**config.mk**
```make
export PLATFORM = sky130hd
export DESIGN_NAME = dx_xm_pipe_regs
export DESIGN_NICKNAME = d
export VERILOG_FILES = /design/src/rtl/dx_xm_pipe_regs.sv
export SDC_FILE = /design/constraint.sdc
export NUM_CORES = 1
export LEC_CHECK = 0
export CAP_MARGIN = 10
export CORE_AREA = 2 2 182 184
export CTS_BUF_LIST = sky130_fd_sc_hd__clkbuf_8
export DETAILED_ROUTE_END_ITERATION = 8
export DIE_AREA = 0 0 184 186
export GPL_TIMING_DRIVEN = 0
export PLACE_DENSITY = 0.59
export SYNTH_ARGS = -nofsm -noshare
export SYNTH_HDL_FRONTEND = slang
export SYNTH_SLANG_ARGS = --single-unit
```
**constraint.sdc**
```tcl
create_clock -name clk -period 1.15 [get_ports clk]
set_input_delay 0.23 -clock clk [delete_from_list [all_inputs] [get_ports clk]]
set_output_delay 0.23 -clock clk [all_outputs]
set_load 0.03 [all_outputs]
```
**src/rtl/dx_xm_pipe_regs.sv**
```systemverilog
// rv32i instruction classes plus the ID/EX and EX/MEM pipeline registers with stall/flush protocol checking.
// Optional performance counters are built only when DX_XM_PERF_CNT_EN is defined.

package rv32i_pkg;
   typedef enum logic [2:0] {
      R_TYPE      = 3'd0,
      I_TYPE_ALU  = 3'd1,
      I_TYPE_LOAD = 3'd2,
      I_TYPE_JALR = 3'd3,
      S_TYPE      = 3'd4,
      B_TYPE      = 3'd5,
      U_TYPE      = 3'd6,
      J_TYPE      = 3'd7
   } instr_type_t;
endpackage

// state | meaning
// RUN   | normal flow, no load-use bubble pending
// HOLD  | load-use bubble inserted, waiting for stallD to drop
module dx_xm_pipe_regs
   import rv32i_pkg::*;
#(
   parameter int REG_WIDTH = 5,
   parameter int XLEN      = 32
) (
   input  logic                 clk,
   input  logic                 rst_n,
   input  logic                 stallD,
   input  logic                 flushE,
   input  logic                 validD,
   input  instr_type_t          instr_typeD,
   input  logic [REG_WIDTH-1:0] Rs1D,
   input  logic [REG_WIDTH-1:0] Rs2D,
   input  logic [REG_WIDTH-1:0] RdD,
   input  logic [XLEN-1:0]      pcD,
   input  logic [XLEN-1:0]      rs1_dataD,
   input  logic [XLEN-1:0]      rs2_dataD,
   input  logic [XLEN-1:0]      immD,
   input  logic [XLEN-1:0]      alu_resultE,
   output logic                 validE,
   output instr_type_t          regwriteE,
   output logic [REG_WIDTH-1:0] Rs1E,
   output logic [REG_WIDTH-1:0] Rs2E,
   output logic [REG_WIDTH-1:0] RdE,
   output logic [XLEN-1:0]      pcE,
   output logic [XLEN-1:0]      rs1_dataE,
   output logic [XLEN-1:0]      rs2_dataE,
   output logic [XLEN-1:0]      immE,
   output logic                 validM,
   output instr_type_t          regwriteM,
   output logic [REG_WIDTH-1:0] RdM,
   output logic [XLEN-1:0]      alu_resultM,
   output logic [XLEN-1:0]      rs2_dataM,
   output logic                 proto_err,
   output logic [31:0]          bubble_cnt,
   output logic [31:0]          instr_cnt
);

   typedef enum logic {RUN, HOLD} protoState_t;

   protoState_t protoState;
   logic        bubbleReq;
   logic        loadBubbleE;

   assign bubbleReq   = stallD | flushE;
   assign loadBubbleE = bubbleReq | ~validD;

   // Bubbles carry S_TYPE so hazard_unit never sees a writing class with Rd=0.
   always_ff @(posedge clk or negedge rst_n) begin
      if (!rst_n) begin
         validE    <= 1'b0;
         regwriteE <= S_TYPE;
         Rs1E      <= '0;
         Rs2E      <= '0;
         RdE       <= '0;
         pcE       <= '0;
         rs1_dataE <= '0;
         rs2_dataE <= '0;
         immE      <= '0;
      end else if (loadBubbleE) begin
         validE    <= 1'b0;
         regwriteE <= S_TYPE;
         Rs1E      <= '0;
         Rs2E      <= '0;
         RdE       <= '0;
         pcE       <= '0;
         rs1_dataE <= '0;
         rs2_dataE <= '0;
         immE      <= '0;
      end else begin
         validE    <= 1'b1;
         regwriteE <= instr_typeD;
         Rs1E      <= Rs1D;
         Rs2E      <= Rs2D;
         RdE       <= RdD;
         pcE       <= pcD;
         rs1_dataE <= rs1_dataD;
         rs2_dataE <= rs2_dataD;
         immE      <= immD;
      end
   end

   always_ff @(posedge clk or negedge rst_n) begin
      if (!rst_n) begin
         validM      <= 1'b0;
         regwriteM   <= S_TYPE;
         RdM         <= '0;
         alu_resultM <= '0;
         rs2_dataM   <= '0;
      end else if (validE) begin
         validM      <= 1'b1;
         regwriteM   <= regwriteE;
         RdM         <= RdE;
         alu_resultM <= alu_resultE;
         rs2_dataM   <= rs2_dataE;
      end else begin
         validM      <= 1'b0;
         regwriteM   <= S_TYPE;
         RdM         <= '0;
         alu_resultM <= '0;
         rs2_dataM   <= '0;
      end
   end

   // A stall without the matching flush would replay the D instruction into E.
   always_ff @(posedge clk or negedge rst_n) begin
      if (!rst_n) begin
         protoState <= RUN;
         proto_err  <= 1'b0;
      end else begin
         if (stallD && !flushE) begin
            proto_err <= 1'b1;
         end
         case (protoState)
            RUN: begin
               if (stallD && flushE) begin
                  protoState <= HOLD;
               end
            end
            HOLD: begin
               if (!stallD) begin
                  protoState <= RUN;
               end
            end
            default: protoState <= RUN;
         endcase
      end
   end

`ifdef DX_XM_PERF_CNT_EN
   logic [31:0] bubbleCntQ;
   logic [31:0] instrCntQ;

   always_ff @(posedge clk or negedge rst_n) begin
      if (!rst_n) begin
         bubbleCntQ <= '0;
         instrCntQ  <= '0;
      end else begin
         if (bubbleReq) begin
            bubbleCntQ <= bubbleCntQ + 32'd1;
         end
         if (validE) begin
            instrCntQ <= instrCntQ + 32'd1;
         end
      end
   end

   assign bubble_cnt = bubbleCntQ;
   assign instr_cnt  = instrCntQ;
`else
   assign bubble_cnt = 32'd0;
   assign instr_cnt  = 32'd0;
`endif

endmodule

```
# Word level (Yosys, flattened, before mapping)
# Cells that the tools add are included.
# W data, S select, Z words.
# totals
register_bits,221
latch_bits,0
ramBits,0
romBits,0
out_inout_bits,285
word_cells,34
memories,0
# op_classes
addsub,0
multipliers,0
div_mod_pow,0
n_lt_le_gt_ge,0
eq_ne,0
shift,0
mux,14
bitwise_logic,3
n_reduce_logical,2
# ops
cell,n
$mux W32,6
$mux W5,4
$mux W3,2
$mux W1,2
$or A1 B1 Y1,2
$logic_and A1 B1 Y1,1
$logic_not A1 Y1,1
$not A1 Y1,1

# Longest topological paths before layout
# Gate-level depths: netlist (run 1).
# logic_depth
word_depth,3
depth_mapped,4
depth_no_buf,2

# Least setup slack after synthesis (run 1)
# No wires, ideal clock.
# synth_timing
path_type,flip-flop to flip-flop
start,reg validE
end,reg RdM[0]
setup_time_ps,66
arrival_ps,1109
path_slack_ps,-25
path_stages_with_launch,4
synth_period_minus_slack_ps,1175
path_cell_list,dfrtp_1 > clkbuf_1 > clkbuf_1 > and2_1
# synth_between
elab_chain_cells,1
# synth_lines
item,line_no,text
"start, declared",40,"output logic validE,"
"start signal, assigned",71,validE <= 1'b0;
"start signal, assigned",81,validE <= 1'b0;
"start signal, assigned",91,validE <= 1'b1;
$mux W5,110,end else if (validE) begin
"end signal, assigned",113,RdM <= RdE;
"end, declared",51,"output logic [REG_WIDTH-1:0] RdM,"
# Every way passes these cells.
# A chain may end at the register's enable or synchronous reset.

# Worst setup path in the final report (run 1)
# layout_timing
start,reg regwriteE[2]
end,out regwriteE[2]
# layout_rtl
item,line_no,text
"start, declared",41,"output instr_type_t regwriteE,"
"start signal, assigned",92,regwriteE <= instr_typeD;
# No word-level cell between the ends.

==> run metrics, run 1 <==
outcome finished with violations; violated checks negative hold slack, negative setup slack; min-delay worst type primary input to asynchronous set/reset pin; CTS tree built; reg2reg start validE$_DFF_PN0_; Critical Path Start Type flop; peak supply drop 0.6580 mV; Yosys top cell by area dfrtp_1; # H-tree levels 2; unrepaired setup endpoints after global routing true; mapped cell area about 7500 sq um; vias in the first global route 5688; Row Count between 60 and 70; Detailed Place HPWL 17.94 mm; synth unique cells 12; Worst setup EP type output pin; top cells by area, synth dfrtp_1, and2_1, buf_4, clkbuf_2, dfstp_2; CP bufs+invs 1; Power, Total around 18 mW; Clock Skew between 0.008 and 0.009 ns; initial antenna violation count 2; WL/cell ~16 um; period utilization 1.226; overall die width approximately 180 um; die height roughly 190 um; Top Ports approximately 470; largest net degree at the start of global routing ~120; Worst EP required between 0.9 and 1 ns; setup_tns -25.41 ns; slowest cell on the critical path dfstp_2; Leak 6.943 nW; worst rel slew slack 0.4460; RR Endpoint rs2_dataM[17]$_DFF_PN0_; CTS Buf Count a little over 40; antenna viol nets, final 0; Vias/cell around 3.6; Fin Hold WS -0.2529 ns; Initial Utilization 0.2334; max cap viols 0; non-filler cells, final between 1000 and 1500; Worst Tran Pin Value approximately 0.83 ns; DRC marker count from the first detailed-route iteration about 110; power per cell area 1293 nW/um^2; achievable frequency a little over 700 MHz; clk root buf clkbuf_8; Pre-Repair DR Iteration Count 4; synthesized instance count ~530; clock tree sinks 221; crit path kind flop to output pin; max-slew violation count 0; sequential area share after synthesis 0.7361; Final setup viols 221; CP delay by family, top flip-flops; R2R Setup Slk 0.06 ns; Worst-Skew Late Latency ~0.52 ns; Period minus WS final between 1 and 1.5 ns; global-route wire length before repair about 34 mm; Area Overhead vs Synth 80.61%; Critical Path AT about 1.2 ns; Post-Place Cells 1406; CP max FO 2; IO Port Bufs between 400 and 500; Final nets 1234; Final Util 0.4215; GRT overflow 0; Worst-path clk slew roughly 0.05 ns; Final Wtd Congestion around 0.74; residual DRC count 0; #FFs+latches synth 221; post-synth top area share 0.7291; Worst R2R Path Depth 3; die area 34220 sq um; gr usage total 0.1351; Largest stage delay, worst path 0.54 ns; Core Region between 30000 and 40000 sq um; Bufs on Longest Clock Path 3; final hold vios around 100; layout cells sized above 1 0.3538; critical-path cell list buf_6; Final WS setup -0.2593 ns; Yosys Warn Count 0; via count 5410; final wirelength around 24 mm; syn_area_per_cell roughly 14 sq um
==> final cells by class <==
type	count	area, sq um
inverter	1	3.754
multi-input combinational	284	1630
antenna	1	2.502
sequential	221	5534
tap	408	510.5
timing repair buffer	415	4429
clock inverter	20	118.9
fill	3017	18630
buffer	87	670.6
clock buffer	49	674.4
==> per-stage QoR <==
stage / instance area [sq um] / worst slack [ns]
after floorplan: 7754 / 0.05030
after global placement: 12300 / -10.64
after detailed placement: 12330 / -0.7546
after CTS: 13510 / -0.3098
after global routing: 13570 / -0.3203
final: 13570 / -0.2593
==> metal layers <==
| metal | GRT usage | vias to the layer above | part of all wire |
|---|---|---|---|
| met5 | 0 | - | 0 |
| met4 | 0.03872 | 0 | 0.021 |
| met3 | 0.05831 | 44 | 0.11 |
| met2 | 0.2417 | 308 | 0.51 |
| met1 | 0.1449 | 2536 | 0.35 |
| li1 | - | 2522 | - |
==> worst max path at each step <==
stage	start	to	cells after the start
after floorplan	validE$_DFF_PN0_	RdM[0]$_DFF_PN0_	3
after global placement	rst_n	validE$_DFF_PN0_	1
after detailed placement	stallD	immE[5]$_DFF_PN0_	5
after CTS	regwriteE[2]$_DFF_PN1_	regwriteE[2]	1
after global routing	regwriteE[2]$_DFF_PN1_	regwriteE[2]	1
final	regwriteE[2]$_DFF_PN1_	regwriteE[2]	1
==> registers in the layout (all words and copies together) (netlist names) <==
register and flops:
rs2_dataE 32, rs1_dataE 32, pcE 32, immE 32
regwriteM 3, regwriteE 3, alu_resultM 32, RdM 5
validE 1, rs2_dataM 32, RdE 5, Rs2E 5
validM 1, Rs1E 5, proto_err 1
==> placed cells by master (no fill, tap or decap), types with 2 or more instances in the layout <==
cell type,instances
buf_4,77
dfstp_2,2
clkinv_2,2
clkinvlp_4,4
dfrtp_1,218
inv_1,14
clkbuf_8,51
buf_6,228
and2_1,216
clkbuf_2,6
conb_1,64
nand2b_1,2
clkdlybuf4s50_1,181
clkbuf_4,5
==> power breakdown <==
group          total, mW  switching, mW  internal (mW)
clock               7.24           3.18           4.06
sequential          8.05         0.0902           7.95
combinational       2.27           1.12           1.15
total               17.6           4.39           13.2
==> cell usage after synthesis <==
library cell / n
a21o_1: 1
and2_1: 216
buf_2: 3
buf_4: 65
clkbuf_1: 9
clkbuf_2: 11
conb_1: 1
dfrtp_1: 219
dfstp_2: 2
inv_1: 1
nand2b_1: 2
nor3b_2: 1
==> what timing repair did <==
item,CTS,global route
pin swaps,1,0
hold endpoints to repair,103,103
endpoints found under the setup margin,338,379
setup buffers,7,3
gates resized for setup,1567,32
cloned,1,0
==> cell families after synthesis <==
kind of cell           share of synthesized area
DFF                                       0.7361
other                                  0.0004989
AOI/OAI and AO/OA                      0.0009992
buffers and inverters                    0.07924
and+or+nand+nor                           0.1831
Note: power is estimated with default switching activity, not from simulation.
==> inputs of run 2 (changes only) <==
SETUP_SLACK_MARGIN = 0.3   (was unset)
==> run metrics, run 2 (same netlist as run 1, synthesis figures left out) <==
layout cells sized above 1 0.4346 (+0.08082); Final WS setup -0.2679 ns (-0.008587 ns); Fin Hold WS -0.3148 ns (-0.06194 ns); CP delay by family, top flip-flops; Worst R2R Path Depth 4 (+1); die area 34220 sq um (unchanged); critical-path cell list buf_6; commonest cells after routing, fill and taps aside buf_6, dfrtp_1, clkdlybuf4s50_1; Largest stage delay, worst path 0.53 ns (about the same); antenna viol nets, final 0 (unchanged); Initial Utilization 0.2334 (unchanged); Worst setup EP type output pin; vias in the first global route 5581 (-1.9%); Power, Total 17.91 mW (+2.0%); WL/cell 16.43 um (+1.7%); CTS tree built; final hold vios 116 (+13%); Area Overhead vs Synth 90.20%; Final nets 1254 (+1.6%); RR Endpoint rs2_dataM[13]$_DFF_PN0_; CP bufs+invs 1 (unchanged); max-slew violation count 0 (unchanged); Critical Path AT 1.19 ns (about the same); Worst-path clk slew 0.06 ns (about the same); reg2reg start validE$_DFF_PN0_; unrepaired setup endpoints after global routing true; Worst-Skew Late Latency 0.52 ns (about the same); Multi-input gate area 1815 sq um (+11%); Core Region 32210 sq um (unchanged); fillers 2925 (-3.0%); via count 5463 (+0.98%); min-delay worst type primary input to asynchronous set/reset pin; dpl ws -0.5788 ns (+0.1758 ns); R2R Setup Slk 0.03 ns (-0.03 ns); Final setup viols 221 (unchanged); crit path kind flop to output pin; outcome finished with violations; clock tree sinks 221 (unchanged); # H-tree levels 2 (unchanged); IO Port Bufs 403 (unchanged); Critical Path Start Type flop; Leak 7.265 nW (+4.6%); worst rel slew slack 0.5732 (+0.1272); Period minus WS final 1.418 ns (+0.008587 ns); peak supply drop 0.6948 mV (+5.6%); Pre-Repair DR Iteration Count 2 (-2); die height 186 um (unchanged); Clock Skew 0.01351 ns (+0.004834 ns); gr usage total 0.1324 (-0.002708); CP max FO 2 (unchanged); Row Count 66 (unchanged); power per cell area 1253 nW/um^2 (-3.1%); period utilization 1.233 (+0.007467); residual DRC count 0 (unchanged); overall die width 184 um (unchanged); clk root buf clkbuf_8; achievable frequency 705.3 MHz (-0.61%); GRT overflow 0 (unchanged); max cap viols 0 (unchanged); global-route wire length before repair 33.75 mm (-1.9%); Vias/cell 3.635 (-0.16%); setup_tns -25.86 ns (-0.4451 ns); Bufs on Longest Clock Path 3 (unchanged); Top Ports 468 (unchanged); initial antenna violation count 4 (+2); Worst Tran Pin Value 0.6401 ns (-0.1908 ns); commonest non-fill, non-tap cell in the layout buf_6; Detailed Place HPWL 17.46 mm (-2.7%); Crit. path cell count 1 (unchanged); DRC marker count from the first detailed-route iteration 97 (-8.5%); Worst EP required 0.92 ns (about the same); final wirelength 24.69 mm (+2.8%); Final Wtd Congestion 0.7379 (-0.47%); largest net degree at the start of global routing 118 (-0.84%); CTS Buf Count 40 (-2.4%); violated checks negative hold slack, negative setup slack; Final Util 0.4439 (+0.02238); slowest cell on the critical path dfstp_2; Register Area 5534 sq um (unchanged)
run 2: cell count changes in the layout (fill, tap and decap cells not counted), sizes merged:
| cell | before | now |
|---|---|---|
| clkdlybuf4s50 | 181 | 178 |
| clkinvlp | 4 | 2 |
| diode | 1 | 2 |
| inv | 14 | 11 |
| bufinv | 1 | 2 |
| dlygate4sd2 | 0 | 1 |
| buf | 308 | 322 |
| dlygate4sd3 | 0 | 2 |
| clkbuf | 62 | 68 |
run 2: layout make-up:
cell class              instances  area share
repair buffers                435      0.3333
plain buffers                  88     0.06109
well taps                     408     0.03571
inverters                       1   0.0002626
clock inverters                16    0.008928
diodes                          2   0.0003501
clock buffers                  48     0.04621
multi-input cells             284      0.1270
flip-flops and latches        221      0.3871
run 2: how the worst max path moves through the flow:
stage	start	endpoint	slack, ns
after floorplan	validE$_DFF_PN0_	RdM[0]$_DFF_PN0_	0.13
after global placement	rst_n	validE$_DFF_PN0_	-10.57
after detailed placement	stallD	pcE[7]$_DFF_PN0_	-0.58
after CTS	regwriteE[2]$_DFF_PN1_	regwriteE[2]	-0.31
after global routing	regwriteE[2]$_DFF_PN1_	regwriteE[2]	-0.33
final	regwriteE[2]$_DFF_PN1_	regwriteE[2]	-0.27
run 2: repair_timing:
| action | in CTS | in global routing |
|---|---|---|
| gates resized for setup | 1574 | 100 |
| pin swaps | 1 | 1 |
| cloned | 4 | 10 |
| setup endpoints to repair | 448 | 491 |
| buffers inserted | 9 | 6 |
| endpoints found under the hold margin | 116 | 117 |
run 2: power breakdown:
part	internal (mW)	switching [mW]
logic	1.30	1.16
registers	7.95	0.0909
clock network	4.20	3.20
run 2: stage by stage:
stage | area (sq um) | hold WS (ns) | cells
floorplan | 7898 | -0.06559 | 594
CTS | 13790 | -0.2081 | 1483
detailed placement | 12470 | 0.3768 | 1406
global placement | 12440 | 0.3939 | 1405
finish | 14300 | -0.3148 | 1503
global route | 14290 | -0.2963 | 1502
run 2: layer usage:
layer | vias up | track usage | part of all wire
met4 | 4 | 0.04640 | 0.024
met1 | 2552 | 0.1369 | 0.34
li1 | 2560 | - | -
met5 | - | 0 | 0.0011
met2 | 306 | 0.2364 | 0.52
met3 | 41 | 0.06065 | 0.11
